===== src/rtl/midi_msg_parser_if.sv =====
// Decoded MIDI event stream between the parser FIFO head and its consumer.
// Valid/ready handshake; the head fields stay put while valid is low.
interface midi_msg_parser_if;
  logic       evt_valid;
  logic       evt_ready;
  logic [2:0] evt_type;
  logic [3:0] evt_chan;
  logic [6:0] evt_d1;
  logic [6:0] evt_d2;

  modport master (
    output evt_valid, evt_type, evt_chan, evt_d1, evt_d2,
    input  evt_ready
  );

  modport slave (
    input  evt_valid, evt_type, evt_chan, evt_d1, evt_d2,
    output evt_ready
  );
endinterface


===== src/rtl/midi_msg_parser.sv =====
// MIDI byte stream to channel-voice event parser with running status, channel filter
// and a first-word-fall-through event FIFO.
module midi_msg_parser #(
  parameter int unsigned FIFO_DEPTH          = 4,
  parameter bit          NOTE_ON_ZERO_AS_OFF = 1'b1
) (
  input  logic                     CLOCK_25,
  input  logic                     reset,
  input  logic                     byteready,
  input  logic [7:0]               midi_in_data,
  input  logic                     omni,
  input  logic [3:0]               ch_sel,
  midi_msg_parser_if.master        evt,
  output logic                     overflow,
  output logic                     status_valid
);
  localparam int unsigned AW = (FIFO_DEPTH > 1) ? $clog2(FIFO_DEPTH) : 1;
  localparam int unsigned PW = AW + 1;
  localparam int unsigned EW = 21;

  typedef enum logic [2:0] {StIdle, StSysex, StSkip, StD1, StD2} state_e;

  logic [2:0]    sync_q;
  logic          stb;
  state_e        state_q, state_d;
  logic [6:0]    stat_q, stat_d;
  logic [6:0]    d1_q, d1_d;
  logic          msg_done;
  logic [6:0]    msg_d1, msg_d2;
  logic [2:0]    msg_type;
  logic          push;
  logic [EW-1:0] wdata;
  logic [EW-1:0] mem_q [FIFO_DEPTH];
  logic [PW-1:0] wr_q, wr_d, rd_q, rd_d;
  logic [EW-1:0] head_q, head_d;
  logic          full, empty, pop, wr_en;
  logic          overflow_q, overflow_d;

  // Two synchronizer flops, the third only remembers the previous level for edge detect.
  always_ff @(posedge CLOCK_25) begin
    if (reset) sync_q <= '0;
    else       sync_q <= {sync_q[1:0], byteready};
  end
  assign stb = sync_q[1] & ~sync_q[2];

  always_comb begin
    state_d  = state_q;
    stat_d   = stat_q;
    d1_d     = d1_q;
    msg_done = 1'b0;
    msg_d1   = d1_q;
    msg_d2   = '0;
    if (stb) begin
      if (midi_in_data == 8'hFF) begin
        state_d = StIdle;
      end else if (midi_in_data >= 8'hF8) begin
        state_d = state_q;
      end else if (midi_in_data == 8'hF0) begin
        state_d = StSysex;
      end else if (midi_in_data == 8'hF7) begin
        if (state_q == StSysex) state_d = StIdle;
      end else if (midi_in_data >= 8'hF1) begin
        state_d = StSkip;
      end else if (midi_in_data[7]) begin
        stat_d  = midi_in_data[6:0];
        state_d = StD1;
      end else begin
        case (state_q)
          StD1: begin
            d1_d = midi_in_data[6:0];
            // Program change and channel aftertouch carry a single data byte.
            if (stat_q[6:4] == 3'd4 || stat_q[6:4] == 3'd5) begin
              msg_done = 1'b1;
              msg_d1   = midi_in_data[6:0];
            end else begin
              state_d = StD2;
            end
          end
          StD2: begin
            msg_done = 1'b1;
            msg_d2   = midi_in_data[6:0];
            state_d  = StD1;
          end
          default: state_d = state_q;
        endcase
      end
    end
  end

  assign status_valid = (state_q == StD1) || (state_q == StD2);

  always_comb begin
    msg_type = stat_q[6:4];
    if (NOTE_ON_ZERO_AS_OFF && msg_type == 3'd1 && msg_d2 == 7'd0) msg_type = 3'd0;
  end

  assign push  = msg_done & (omni | (stat_q[3:0] == ch_sel));
  assign wdata = {msg_type, stat_q[3:0], msg_d1, msg_d2};

  assign empty      = (wr_q == rd_q);
  assign full       = (wr_q[AW] != rd_q[AW]) && (wr_q[AW-1:0] == rd_q[AW-1:0]);
  assign pop        = ~empty & evt.evt_ready;
  assign wr_en      = push & (~full | pop);
  assign wr_d       = wr_q + PW'(wr_en);
  assign rd_d       = rd_q + PW'(pop);
  assign overflow_d = overflow_q | (push & full & ~pop);

  // Head register tracks the entry at the next read pointer so it holds when the FIFO drains.
  always_comb begin
    head_d = head_q;
    if (wr_d != rd_d) begin
      if (rd_d == wr_q) head_d = wdata;
      else              head_d = mem_q[rd_d[AW-1:0]];
    end
  end

  always_ff @(posedge CLOCK_25) begin
    if (wr_en) mem_q[wr_q[AW-1:0]] <= wdata;
  end

  always_ff @(posedge CLOCK_25) begin
    if (reset) begin
      state_q    <= StIdle;
      stat_q     <= '0;
      d1_q       <= '0;
      wr_q       <= '0;
      rd_q       <= '0;
      head_q     <= '0;
      overflow_q <= 1'b0;
    end else begin
      state_q    <= state_d;
      stat_q     <= stat_d;
      d1_q       <= d1_d;
      wr_q       <= wr_d;
      rd_q       <= rd_d;
      head_q     <= head_d;
      overflow_q <= overflow_d;
    end
  end

  assign evt.evt_valid = ~empty;
  assign {evt.evt_type, evt.evt_chan, evt.evt_d1, evt.evt_d2} = head_q;
  assign overflow = overflow_q;
endmodule


===== src/flat_wrapper.sv =====
// flat-port wrapper written by rule: the top's interface ports become plain ports
module midi_msg_parser_flat 
#(
  parameter int unsigned FIFO_DEPTH          = 4,
  parameter bit          NOTE_ON_ZERO_AS_OFF = 1'b1
)
  (CLOCK_25, reset, byteready, midi_in_data, omni, ch_sel, overflow, status_valid, evt_evt_valid, evt_evt_type, evt_evt_chan, evt_evt_d1, evt_evt_d2, evt_evt_ready);
  midi_msg_parser_if evt_i ();
  input  logic CLOCK_25;
  input  logic reset;
  input  logic byteready;
  input  logic [7:0] midi_in_data;
  input  logic omni;
  input  logic [3:0] ch_sel;
  output logic overflow;
  output logic status_valid;
  output wire logic [$bits(evt_i.evt_valid)-1:0] evt_evt_valid;
  output wire logic [$bits(evt_i.evt_type)-1:0] evt_evt_type;
  output wire logic [$bits(evt_i.evt_chan)-1:0] evt_evt_chan;
  output wire logic [$bits(evt_i.evt_d1)-1:0] evt_evt_d1;
  output wire logic [$bits(evt_i.evt_d2)-1:0] evt_evt_d2;
  input wire logic [$bits(evt_i.evt_ready)-1:0] evt_evt_ready;
  assign evt_evt_valid = evt_i.evt_valid;
  assign evt_evt_type = evt_i.evt_type;
  assign evt_evt_chan = evt_i.evt_chan;
  assign evt_evt_d1 = evt_i.evt_d1;
  assign evt_evt_d2 = evt_i.evt_d2;
  assign evt_i.evt_ready = evt_evt_ready;
  midi_msg_parser #(.FIFO_DEPTH(FIFO_DEPTH), .NOTE_ON_ZERO_AS_OFF(NOTE_ON_ZERO_AS_OFF)) u_core (.CLOCK_25(CLOCK_25), .reset(reset), .byteready(byteready), .midi_in_data(midi_in_data), .omni(omni), .ch_sel(ch_sel), .evt(evt_i), .overflow(overflow), .status_valid(status_valid));
endmodule

===== config.mk =====
export PLATFORM = sky130hd
export DESIGN_NAME = midi_msg_parser_flat
export DESIGN_NICKNAME = d
export VERILOG_FILES = /design/src/rtl/midi_msg_parser_if.sv /design/src/rtl/midi_msg_parser.sv /design/src/flat_wrapper.sv
export SDC_FILE = /design/constraint.sdc
export NUM_CORES = 1
export LEC_CHECK = 0
export ABC_AREA = 1
export BUFFER_PORTS_ARGS = -buffer_cell sky130_fd_sc_hd__buf_2
export CAP_MARGIN = 20
export CORE_ASPECT_RATIO = 0.5
export CORE_MARGIN = 1.5
export CORE_UTILIZATION = 45
export CTS_BUF_LIST = sky130_fd_sc_hd__clkbuf_16
export CTS_CLUSTER_DIAMETER = 200
export CTS_CLUSTER_SIZE = 10
export DETAILED_ROUTE_END_ITERATION = 8
export GPL_TIMING_DRIVEN = 0
export PLACE_DENSITY_LB_ADDON = 0.25
export RECOVER_POWER = 50
export SLEW_MARGIN = 20
export SYNTH_ARGS = -nofsm -noshare
export SYNTH_HDL_FRONTEND = slang
export SYNTH_SLANG_ARGS = --single-unit

===== constraint.sdc =====
create_clock -name CLOCK_25 -period 5.3 [get_ports CLOCK_25]
set_input_delay 0.795 -clock CLOCK_25 [delete_from_list [all_inputs] [get_ports CLOCK_25]]
set_output_delay 0.795 -clock CLOCK_25 [all_outputs]
set_load 0.01 [all_outputs]

# Word-level counts from Yosys, hierarchy flattened
# Memories as Yosys holds them, arrays and structs flattened.
# Index checks and enable logic that the tools add are counted.
word_totals:
  regBits: 48
  ramBits: 84
  output_inout_bits: 24
  elab_cells: 98
  n_memories: 1
mem_list:
  columns: ["name", "depth", "word_bits", "rd", "rd_clocked_by_memory_dff", "write_ports", "line", "text"]
  rows:
  - ["u_core.mem_q", 4, 21, 1, 0, 1, "midi_msg_parser.sv:33", "logic [EW-1:0] mem_q [FIFO_DEPTH];"]
op_classes:
  add_sub_neg: 2
  n_lt_le_gt_ge: 2
  n_eq_ne: 18
  n_mux: 39
  bitwise: 19
  n_reduce_logical: 9
ops:
  columns: ["op", "count"]
  rows:
  - ["two-way mux 7 bit", 17]
  - ["two-way mux 3 bit", 9]
  - ["equality test 8 bit (second input constant)", 3]
  - ["two-way mux 21 bit", 1]
  - ["greater-or-equal comparator 8 bit (second input constant)", 2]
  - ["two-way mux 1 bit", 10]
  - ["inverter 1 bit", 10]
  - ["equality test 3 bit (second input constant)", 3]
  - ["AND reduction 8 bit", 1]
  - ["zero test 7 bit", 1]
  - ["inequality test 7 x 3 -> 1 bit (second input constant)", 1]
  - ["AND reduction 7 bit", 1]
  - ["nonzero test 7 bit", 1]
  - ["adder 3 x 1 -> 3 bit", 2]
  - ["AND 1 bit", 6]
  - ["equality test 3 x 1 -> 1 bit (second input constant)", 2]
  - ["equality test 3 bit", 2]
  - ["one-hot mux 3 bit (2 select lines)", 1]
  - ["AND reduction 5 bit", 1]
  - ["equality test 4 bit", 1]
  - ["inequality test 4 x 2 -> 1 bit (second input constant)", 1]
  - ["equality test 3 x 2 -> 1 bit (second input constant)", 1]
  - ["inequality test 3 bit", 1]
  - ["OR 1 bit", 3]
  - ["6 further kinds", 8]

# Longest topological paths before layout
# Gate-level depths: netlist of run 1.
depth:
  word_depth: 15
  ltp_mapped: 18

# Least setup slack after synthesis of run 1
# Ideal clock, no wire load.
synth_path:
  kind: "input-to-reg"
  startpoint: "in ch_sel[3]"
  endpoint: "mem u_core.mem_q[0][0], enable pin"
  setup_time_ps: 399
  arrival_ps: 2313
  required_time_ps: 4901
  setup_slack_ps: 2589
  stages: 7
  n_path_buf: 0
  path_cell_list: "xnor2_1 nand3_1 o21bai_1 nand2_1 nor2_2 nand2_1 nor2_1"
synth_between:
  elab_chain_cells: 6
synth_rtl:
  columns: ["item", "line", "text"]
  rows:
  - ["start, declared", "flat_wrapper.sv:14", "input logic [3:0] ch_sel;"]
  - ["equality test 4 bit", "midi_msg_parser.sv:97", "assign push = msg_done & (omni | (stat_q[3:0] == ch_sel));"]
  - ["OR 1 bit", "midi_msg_parser.sv:97", null]
  - ["AND 1 bit", "midi_msg_parser.sv:97", null]
  - ["AND 1 bit", "midi_msg_parser.sv:103", "assign wr_en = push & (~full | pop);"]
  - ["two-way mux 1 bit", "midi_msg_parser.sv:118", "if (wr_en) mem_q[wr_q[AW-1:0]] <= wdata;"]
  - ["two-way mux 1 bit (not written as such)", "midi_msg_parser.sv:118", null]
  - ["end, declared", "midi_msg_parser.sv:33", null]
# No other way between the ends.

# Worst setup path after layout of run 1
layout_path:
  startpoint: "reg u_core.wr_q[1]"
  endpoint: "reg u_core.head_q[5]"
layout_between:
  elab_chain_cells: 7
layout_rtl:
  columns: ["item", "line", "text"]
  rows:
  - ["start, declared", "midi_msg_parser.sv:34", "logic [PW-1:0] wr_q, wr_d, rd_q, rd_d;"]
  - ["start signal, assigned", "midi_msg_parser.sv:134", "wr_q <= wr_d;"]
  - ["equality test 3 bit / equality test 2 bit (equally long branches)", "midi_msg_parser.sv:100, midi_msg_parser.sv:101", null]
  - ["inverter 1 bit / logical AND 1 bit (equally long branches)", "midi_msg_parser.sv:102, midi_msg_parser.sv:101", null]
  - ["AND 1 bit / inverter 1 bit (equally long branches)", "midi_msg_parser.sv:102, midi_msg_parser.sv:103", null]
  - ["OR 1 bit", "midi_msg_parser.sv:103", null]
  - ["AND 1 bit", "midi_msg_parser.sv:103", null]
  - ["adder 3 x 1 -> 3 bit", "midi_msg_parser.sv:104", "assign wr_d = wr_q + PW'(wr_en);"]
  - ["inequality test 3 bit", "midi_msg_parser.sv:111", "if (wr_d != rd_d) begin"]
  - ["end signal, assigned", "midi_msg_parser.sv:128", "head_q <= '0;"]
  - ["end signal, assigned", "midi_msg_parser.sv:136", "head_q <= head_d;"]
  - ["end, declared", "midi_msg_parser.sv:35", "logic [EW-1:0] head_q, head_d;"]
# Parallel ways exist; a longest one is shown, timed or not.
# A chain may end at the register's enable or synchronous reset.

==> summary.md, run 1 <==
| Metric | Value |
|---|---|
| Setup Buffers After CTS | `0` |
| Cell Area, Synth | `0.00580 sq mm` |
| Syn Area/Cell | `9.45 sq um` |
| Initial drt markers | `457` |
| Die Ht | `83.3 microns` |
| Die Area | `0.0136 sq mm` |
| Post-synthesis adder-cell area fraction | `0.862%` |
| Switch Pwr | `511 uW` |
| Xor/xnor cell area share of the yosys netlist | `1.81%` |
| CP startpoint kind | `flip-flop` |
| Pin count of the biggest net entering global routing | `22` |
| Critical Path Max Stage Delay | `520 ps` |
| Pwr per Cell Area | `338 mW/mm^2` |
| Hold depth | `2` |
| CTS tree | `built` |
| Number of global-route vias before repair | `4517` |
| Critical Path RT | `5620 ps` |
| Crit path max-delay family | `simple AND/OR/NAND/NOR gates` |
| Slew @ Worst Pin | `882 ps` |
| Maximum fanout along the worst path | `10` |
| R2R cell count | `13` |
| Area Growth Syn to Fin | `16.7%` |
| Starting Density | `46.0%` |
| EDFF count, synth | `84` |
| WS Path Type | `reg -> reg` |
| Gr ovfl total | `0` |
| Layout cells sized above 1 | `9.90%` |
| Final Max Slew Viols | `0` |
| Row count | `29` |
| Post-Synth Simple-Gate Area | `20.0%` |
| Worst path depth | `13` |
| Crit path time final | `3100 ps` |
| Post-DRT Antenna Nets | `0` |
| GR Util met3 | `5.69%` |
| HPWL after DPL | `9810 microns` |
| Largest family of logic cells by synthesized area | `simple AND/OR/NAND/NOR gates` |
| Met2 GRT Util | `36.8%` |
| Most used routing layer | `met2` |
| Leak | `0.00269 uW` |
| Hold Buf Count CTS | `0` |
| Gpl congestion | `0.900` |
| RSZ-0062 raised after global routing | `no` |
| Buffer and inverter count on the worst path | `2` |
| Initial antenna violation count | `0` |
| Seq cells post-synth | `132` |
| Routed vias | `4512` |
| # port buffers | `40` |
| Clock share of power | `49.8%` |
| Final wirelength | `14800 microns` |
| CTS resizes | `0` |
| Comb pwr share | `2.5%` |
| Synth Area in Compound Gates | `10.7%` |
| Grt met1 use | `30.4%` |
| Clk buf depth | `2` |
| Max-Cap Viols | `0` |
| Switch share | `22.3%` |
| Worst IR drop on VDD | `0.201 mV` |
| Total clock sinks | `132` |
| Register area share after synthesis | `60.0%` |
| CTS buffer count | `17` |
| Clock Tree Root | `clkbuf_16` |
| Cells along the critical path | `xnor2_1 -> nand2_1 -> nor3_1 -> nor2_2 -> ha_1 -> ha_1 -> xnor2_1 -> xnor2_1 -> nand2_1 -> buf_2 -> o211ai_1 -> nand2_1 -> inv_1` |
| N_diodes | `0` |
| Status | `complete, but fails checks` |
| Final count of hold timing violations | `0` |
| Worst-path clk slew | `60 ps` |
| Gr usage total | `23.5%` |
| Global-route wire length before repair | `23500 microns` |
| CP arrival | `3420 ps` |
| Period utilization | `58.4%` |
| Nets | `695` |
| CP max-delay cell | `dfxtp_1` |
| H-tree levels | `4` |
| DRC viols | `1` |
| Worst skew pair latency | `430 ps` |
| Sequential Power Share | `47.7%` |
| Placeable Area | `0.0126 sq mm` |
| Int Power | `1780 uW` |
| Fin Clk Skew | `8.18 ps` |
| Synth Instances | `614` |
| DR vias/cell | `5.26` |
| Ys async rst share | `0%` |
| Rel. slew slack | `40.8%` |
| Final hold slack | `408 ps` |
| Fmax | `0.323 GHz` |
| Setup TNS | `0 ps` |
| Final setup violation count | `0` |
| Prevailing post-synth register cell | `edfxtp_1` |
| Fin util | `53.7%` |
| Failing checks | `design-rule violations` |
| Min-delay worst type | `reg -> reg` |
| Synth Net Count | `635` |
| DR pass1 iterations | `7` |
| Crit end category | `flip-flop` |
| Die X | `164 microns` |
| Netlist cell types | `35` |
| Synth warnings | `0` |
| Mux contribution to synthesized area | `0%` |
| I/O pin total | `41` |
| Wire per inst | `17.2 microns` |
[path summary, 6_finish.rpt]
path	from	endpoint	slack [ps]
setup / recovery	u_core.wr_q[1]$_SDFF_PP0_	u_core.head_q[5]$_SDFFE_PP0P_	2200
hold / removal	u_core.sync_q[0]$_SDFF_PP0_	u_core.sync_q[1]$_SDFF_PP0_	410
setup reg to reg	u_core.wr_q[1]$_SDFF_PP0_	u_core.head_q[5]$_SDFFE_PP0P_	2200
hold reg to reg	u_core.sync_q[0]$_SDFF_PP0_	u_core.sync_q[1]$_SDFF_PP0_	410
[synth_stat cells (2+ instances only)]
| master | count | area share [%] |
|---|---|---|
| inv_2 | 3 | 0.19 |
| inv_1 | 65 | 4.2 |
| o22ai_1 | 20 | 2.2 |
| o21a_1 | 2 | 0.26 |
| o21ai_1 | 18 | 1.6 |
| nor2_1 | 78 | 5.0 |
| ha_1 | 4 | 0.86 |
| nor2_2 | 3 | 0.32 |
| nor2_4 | 2 | 0.39 |
| and2_1 | 5 | 0.54 |
| or2_0 | 10 | 1.1 |
| o21ai_0 | 52 | 4.5 |
| edfxtp_1 | 84 | 43 |
| nor3_1 | 10 | 0.86 |
| nand2_2 | 2 | 0.22 |
| a21oi_1 | 18 | 1.6 |
| clkbuf_1 | 17 | 1.1 |
| nand3_2 | 3 | 0.52 |
| nand2_1 | 89 | 5.8 |
| nand3_1 | 42 | 3.6 |
| xnor2_1 | 9 | 1.4 |
| buf_2 | 7 | 0.60 |
| buf_6 | 2 | 0.39 |
| xor2_1 | 3 | 0.45 |
| o211ai_1 | 3 | 0.39 |
| nand4_1 | 7 | 0.75 |
| dfxtp_1 | 48 | 17 |
[power by group through the flow]
stage                     sequential (uW)  clock [uW]  combinational, uW
after global placement               1120           0               59.4
after detailed placement             1120           0               60.1
after global routing                 1090        1190               64.8
after floorplan                      1120           0               35.0
final                                1090        1140               57.9
after CTS                            1090        1150               60.4
[worst min-delay path, cell delays in order (launching register included)]
cell and delay (ps):
dfxtp_1 290, inv_1 40, nor2_1 30
[per-stage QoR]
step	setup WS, ps	total power, uW	instances	cell area [sq um]
after floorplan	2590	1150	614	5800
after global placement	1490	1180	824	6220
after detailed placement	2040	1180	825	6270
after CTS	2210	2310	857	6850
after global routing	1950	2350	857	6780
final	2200	2290	857	6780
[cells in the final DEF, fill, tap and decap left out, types with 3 or more instances in the layout]
master,instances
edfxtp_1,84
clkinv_4,3
or2_0,10
o21ai_0,56
dfxtp_1,48
nand3_1,44
nand2_1,91
inv_1,66
o22ai_1,20
o21ai_1,14
nor2_4,5
xor2_1,3
clkinvlp_4,4
nor3_1,11
and2_0,4
nor2_1,76
clkbuf_1,43
clkbuf_16,18
a21oi_1,18
o211ai_1,3
nand4_1,7
ha_1,4
buf_2,21
xnor2_1,9
inv_6,3
[per-layer routing]
metal | wire (microns) | up-vias | part of all wire, %
li1 | - | 2198 | -
met2 | 6860 | 165 | 46
met3 | 1030 | 33 | 6.9
met1 | 6510 | 2116 | 44
met5 | 0 | - | 0
met4 | 392 | 0 | 2.7
[cells by family (layout without fill, tap and decap cells)]
kind of cell	Yosys count	count (layout)
simple gates	255	255
flops	132	132
compound gates	115	115
buf+inv	96	169
xor+xnor	12	12
fa+ha+maj	4	4
[cell type report]
type                            instances  area [sq um]
Fill cell                            1141          5850
Sequential cell                       132          3480
Multi-Input combinational cell        386          1920
Clock buffer                           18           450
Inverter                               69           262
Tap cell                              170           213
Timing Repair Buffer                   41           196
Clock inverter                         14           126
Buffer                                 27           124
[registers in the layout, indices dropped and copies added, names as in the netlist]
register / cells
u_core.state_q: 3
u_core.sync_q: 3
u_core.stat_q: 7
u_core.rd_q: 3
u_core.mem_q: 84
u_core.wr_q: 3
u_core.overflow: 1
u_core.d1_q: 7
u_core.head_q: 21
No activity file was read; power rests on OpenSTA's default activity.
==> inputs of run 2 (changes only) <==
- clock period: 5.3 -> 3.2 ns (I/O delays scaled with it)
==> summary.md, run 2 (synthesized netlist as in run 1, its figures left out) <==
| Metric | Value |
|---|---|
| Status | `finished clean` |
| Maximum fanout along the worst path | `10 (unchanged)` |
| # port buffers | `40 (unchanged)` |
| DR pass1 iterations | `7 (unchanged)` |
| WS Path Type | `reg -> reg` |
| Final Max Slew Viols | `0 (unchanged)` |
| Placeable Area | `0.0126 sq mm (unchanged)` |
| H-tree levels | `4 (unchanged)` |
| Fin Clk Skew | `7.53 ps (-0.642 ps)` |
| Nets | `696 (+0.14%)` |
| RSZ-0062 raised after global routing | `no` |
| Non-Filler Instances | `858 (+0.12%)` |
| N_diodes | `0 (unchanged)` |
| Crit path time final | `2940 ps (-156 ps)` |
| Total clock sinks | `132 (unchanged)` |
| Crit end category | `flip-flop` |
| Layout cells sized above 1 | `10.8% (+0.86 points)` |
| HPWL after DPL | `9810 microns (unchanged)` |
| Worst skew pair latency | `420 ps (about the same)` |
| Rel. slew slack | `42.2% (+1.4 points)` |
| Hold depth | `3 (+1)` |
| Final hold slack | `261 ps (-147 ps)` |
| Clock Tree Root | `clkbuf_16` |
| Row count | `29 (unchanged)` |
| CTS tree | `built` |
| Fmax | `0.340 GHz (+5.3%)` |
| Final wirelength | `14900 microns (+0.71%)` |
| Area Growth Syn to Fin | `17.2%` |
| Global-route wire length before repair | `23500 microns (unchanged)` |
| Final setup violation count | `0 (unchanged)` |
| Period utilization | `91.9% (+33 points)` |
| Gr ovfl total | `0 (unchanged)` |
| Leak | `0.00270 uW (+0.27%)` |
| CTS buffer count | `17 (unchanged)` |
| Commonest non-fill, non-tap cell in the layout | `nand2_1` |
| Min-delay worst type | `in -> reg` |
| Fin area | `0.00680 sq mm (+0.37%)` |
| Initial drt markers | `434 (-5.0%)` |
| I/O pin total | `41 (unchanged)` |
| Critical Path RT | `3570 ps (-2050 ps)` |
| Gr usage total | `23.5% (unchanged)` |
| Routed vias | `4530 (+0.40%)` |
| Worst IR drop on VDD | `0.331 mV (+65%)` |
| Fill cell total of the finished layout | `1139 (-0.18%)` |
| Pwr per Cell Area | `559 mW/mm^2 (+65%)` |
| DP Area | `0.00627 sq mm (unchanged)` |
| Met3 WL | `955 microns (-6.9%)` |
| Initial antenna violation count | `0 (unchanged)` |
| Commonest cells after routing, fill and taps aside | `nand2_1 (91), edfxtp_1 (84), nor2_1 (75)` |
| Die Area | `0.0136 sq mm (unchanged)` |
| R2R cell count | `14 (+1)` |
| Max-Cap Viols | `0 (unchanged)` |
| Pin count of the biggest net entering global routing | `22 (unchanged)` |
| CP startpoint kind | `flip-flop` |
| Die Ht | `83.3 microns (unchanged)` |
| Dpl cells | `825 (unchanged)` |
| Final count of hold timing violations | `0 (unchanged)` |
| Wire per inst | `17.3 microns (+0.59%)` |
| Die X | `164 microns (unchanged)` |
| Number of global-route vias before repair | `4517 (unchanged)` |
| Max reg flops | `84 (unchanged)` |
| Worst-path clk slew | `60 ps (about the same)` |
| Max layer used | `met4` |
| Starting Density | `46.0% (unchanged)` |
| CP arrival | `3310 ps (-110 ps)` |
| Gpl congestion | `0.900 (unchanged)` |
| Met2 routed WL | `6960 microns (+1.6%)` |
| Clk buf depth | `2 (unchanged)` |
| Met1 WL | `6570 microns (+0.92%)` |
| DRC viols | `0 (-1)` |
| Slew @ Worst Pin | `861 ps (-21.2 ps)` |
| Post-DRT Antenna Nets | `0 (unchanged)` |
| DR vias/cell | `5.28 (+0.28%)` |
## run 2: power by group
part	internal (uW)	switching, uW
sequential	1800	9.28
clock	1120	772
combinational	30.8	66.8
## run 2: final cells by class
type | instances | area [sq um] | area share [%]
sequential | 132 | 3480 | 51.2
multi-input combinational | 386 | 1930 | 28.4
clock buffer | 18 | 450 | 6.62
inverter | 69 | 262 | 3.85
tap | 170 | 213 | 3.13
timing repair buffer | 42 | 205 | 3.02
clock inverter | 14 | 126 | 1.86
buffer | 27 | 126 | 1.86
## run 2: worst paths after layout
check	startpoint	endpoint	slack (ps)
setup / recovery	u_core.wr_q[1]$_SDFF_PP0_	u_core.head_q[19]$_SDFFE_PP0P_	260
hold / removal	byteready	u_core.sync_q[0]$_SDFF_PP0_	260
setup reg to reg	u_core.wr_q[1]$_SDFF_PP0_	u_core.head_q[19]$_SDFFE_PP0P_	260
hold reg to reg	u_core.sync_q[0]$_SDFF_PP0_	u_core.sync_q[1]$_SDFF_PP0_	410
## run 2: stage by stage
stage / util, % / setup TNS, ps / setup slack (ps) / total power, uW
after floorplan: - / 0 / 762 / 1900
after global placement: 49.2 / -31980 / -437 / 1950
after detailed placement: 49.7 / 0 / 135 / 1950
after CTS: 54.3 / 0 / 107 / 3820
after global routing: 53.9 / 0 / 37.4 / 3900
final: 53.9 / 0 / 261 / 3800
## run 2: what timing repair did
item,in CTS,in global routing
setup buffers,0,1
hold endpoints to repair,0,0
endpoints found under the setup margin,0,21
hold buffers,0,0
gates resized for setup,0,4
## run 2: routing by layer
| metal | vias up | global-route usage (%) |
|---|---|---|
| met5 | - | 0 |
| met4 | 0 | 11.7 |
| met3 | 33 | 5.69 |
| met2 | 169 | 36.8 |
| met1 | 2127 | 30.4 |
| li1 | 2201 | - |
## run 2: critical path, stage by stage (launching register included)
cell      delay (ps)
dfxtp_1          520
xnor2_1          180
nand3_1          100
nand2_1           70
inv_1             40
ha_1             190
ha_1             360
inv_1            190
clkbuf_1         480
o21ai_0          220
o22ai_1          150
nand2_1           90
o211ai_1         150
nand2_1           80
inv_1             60
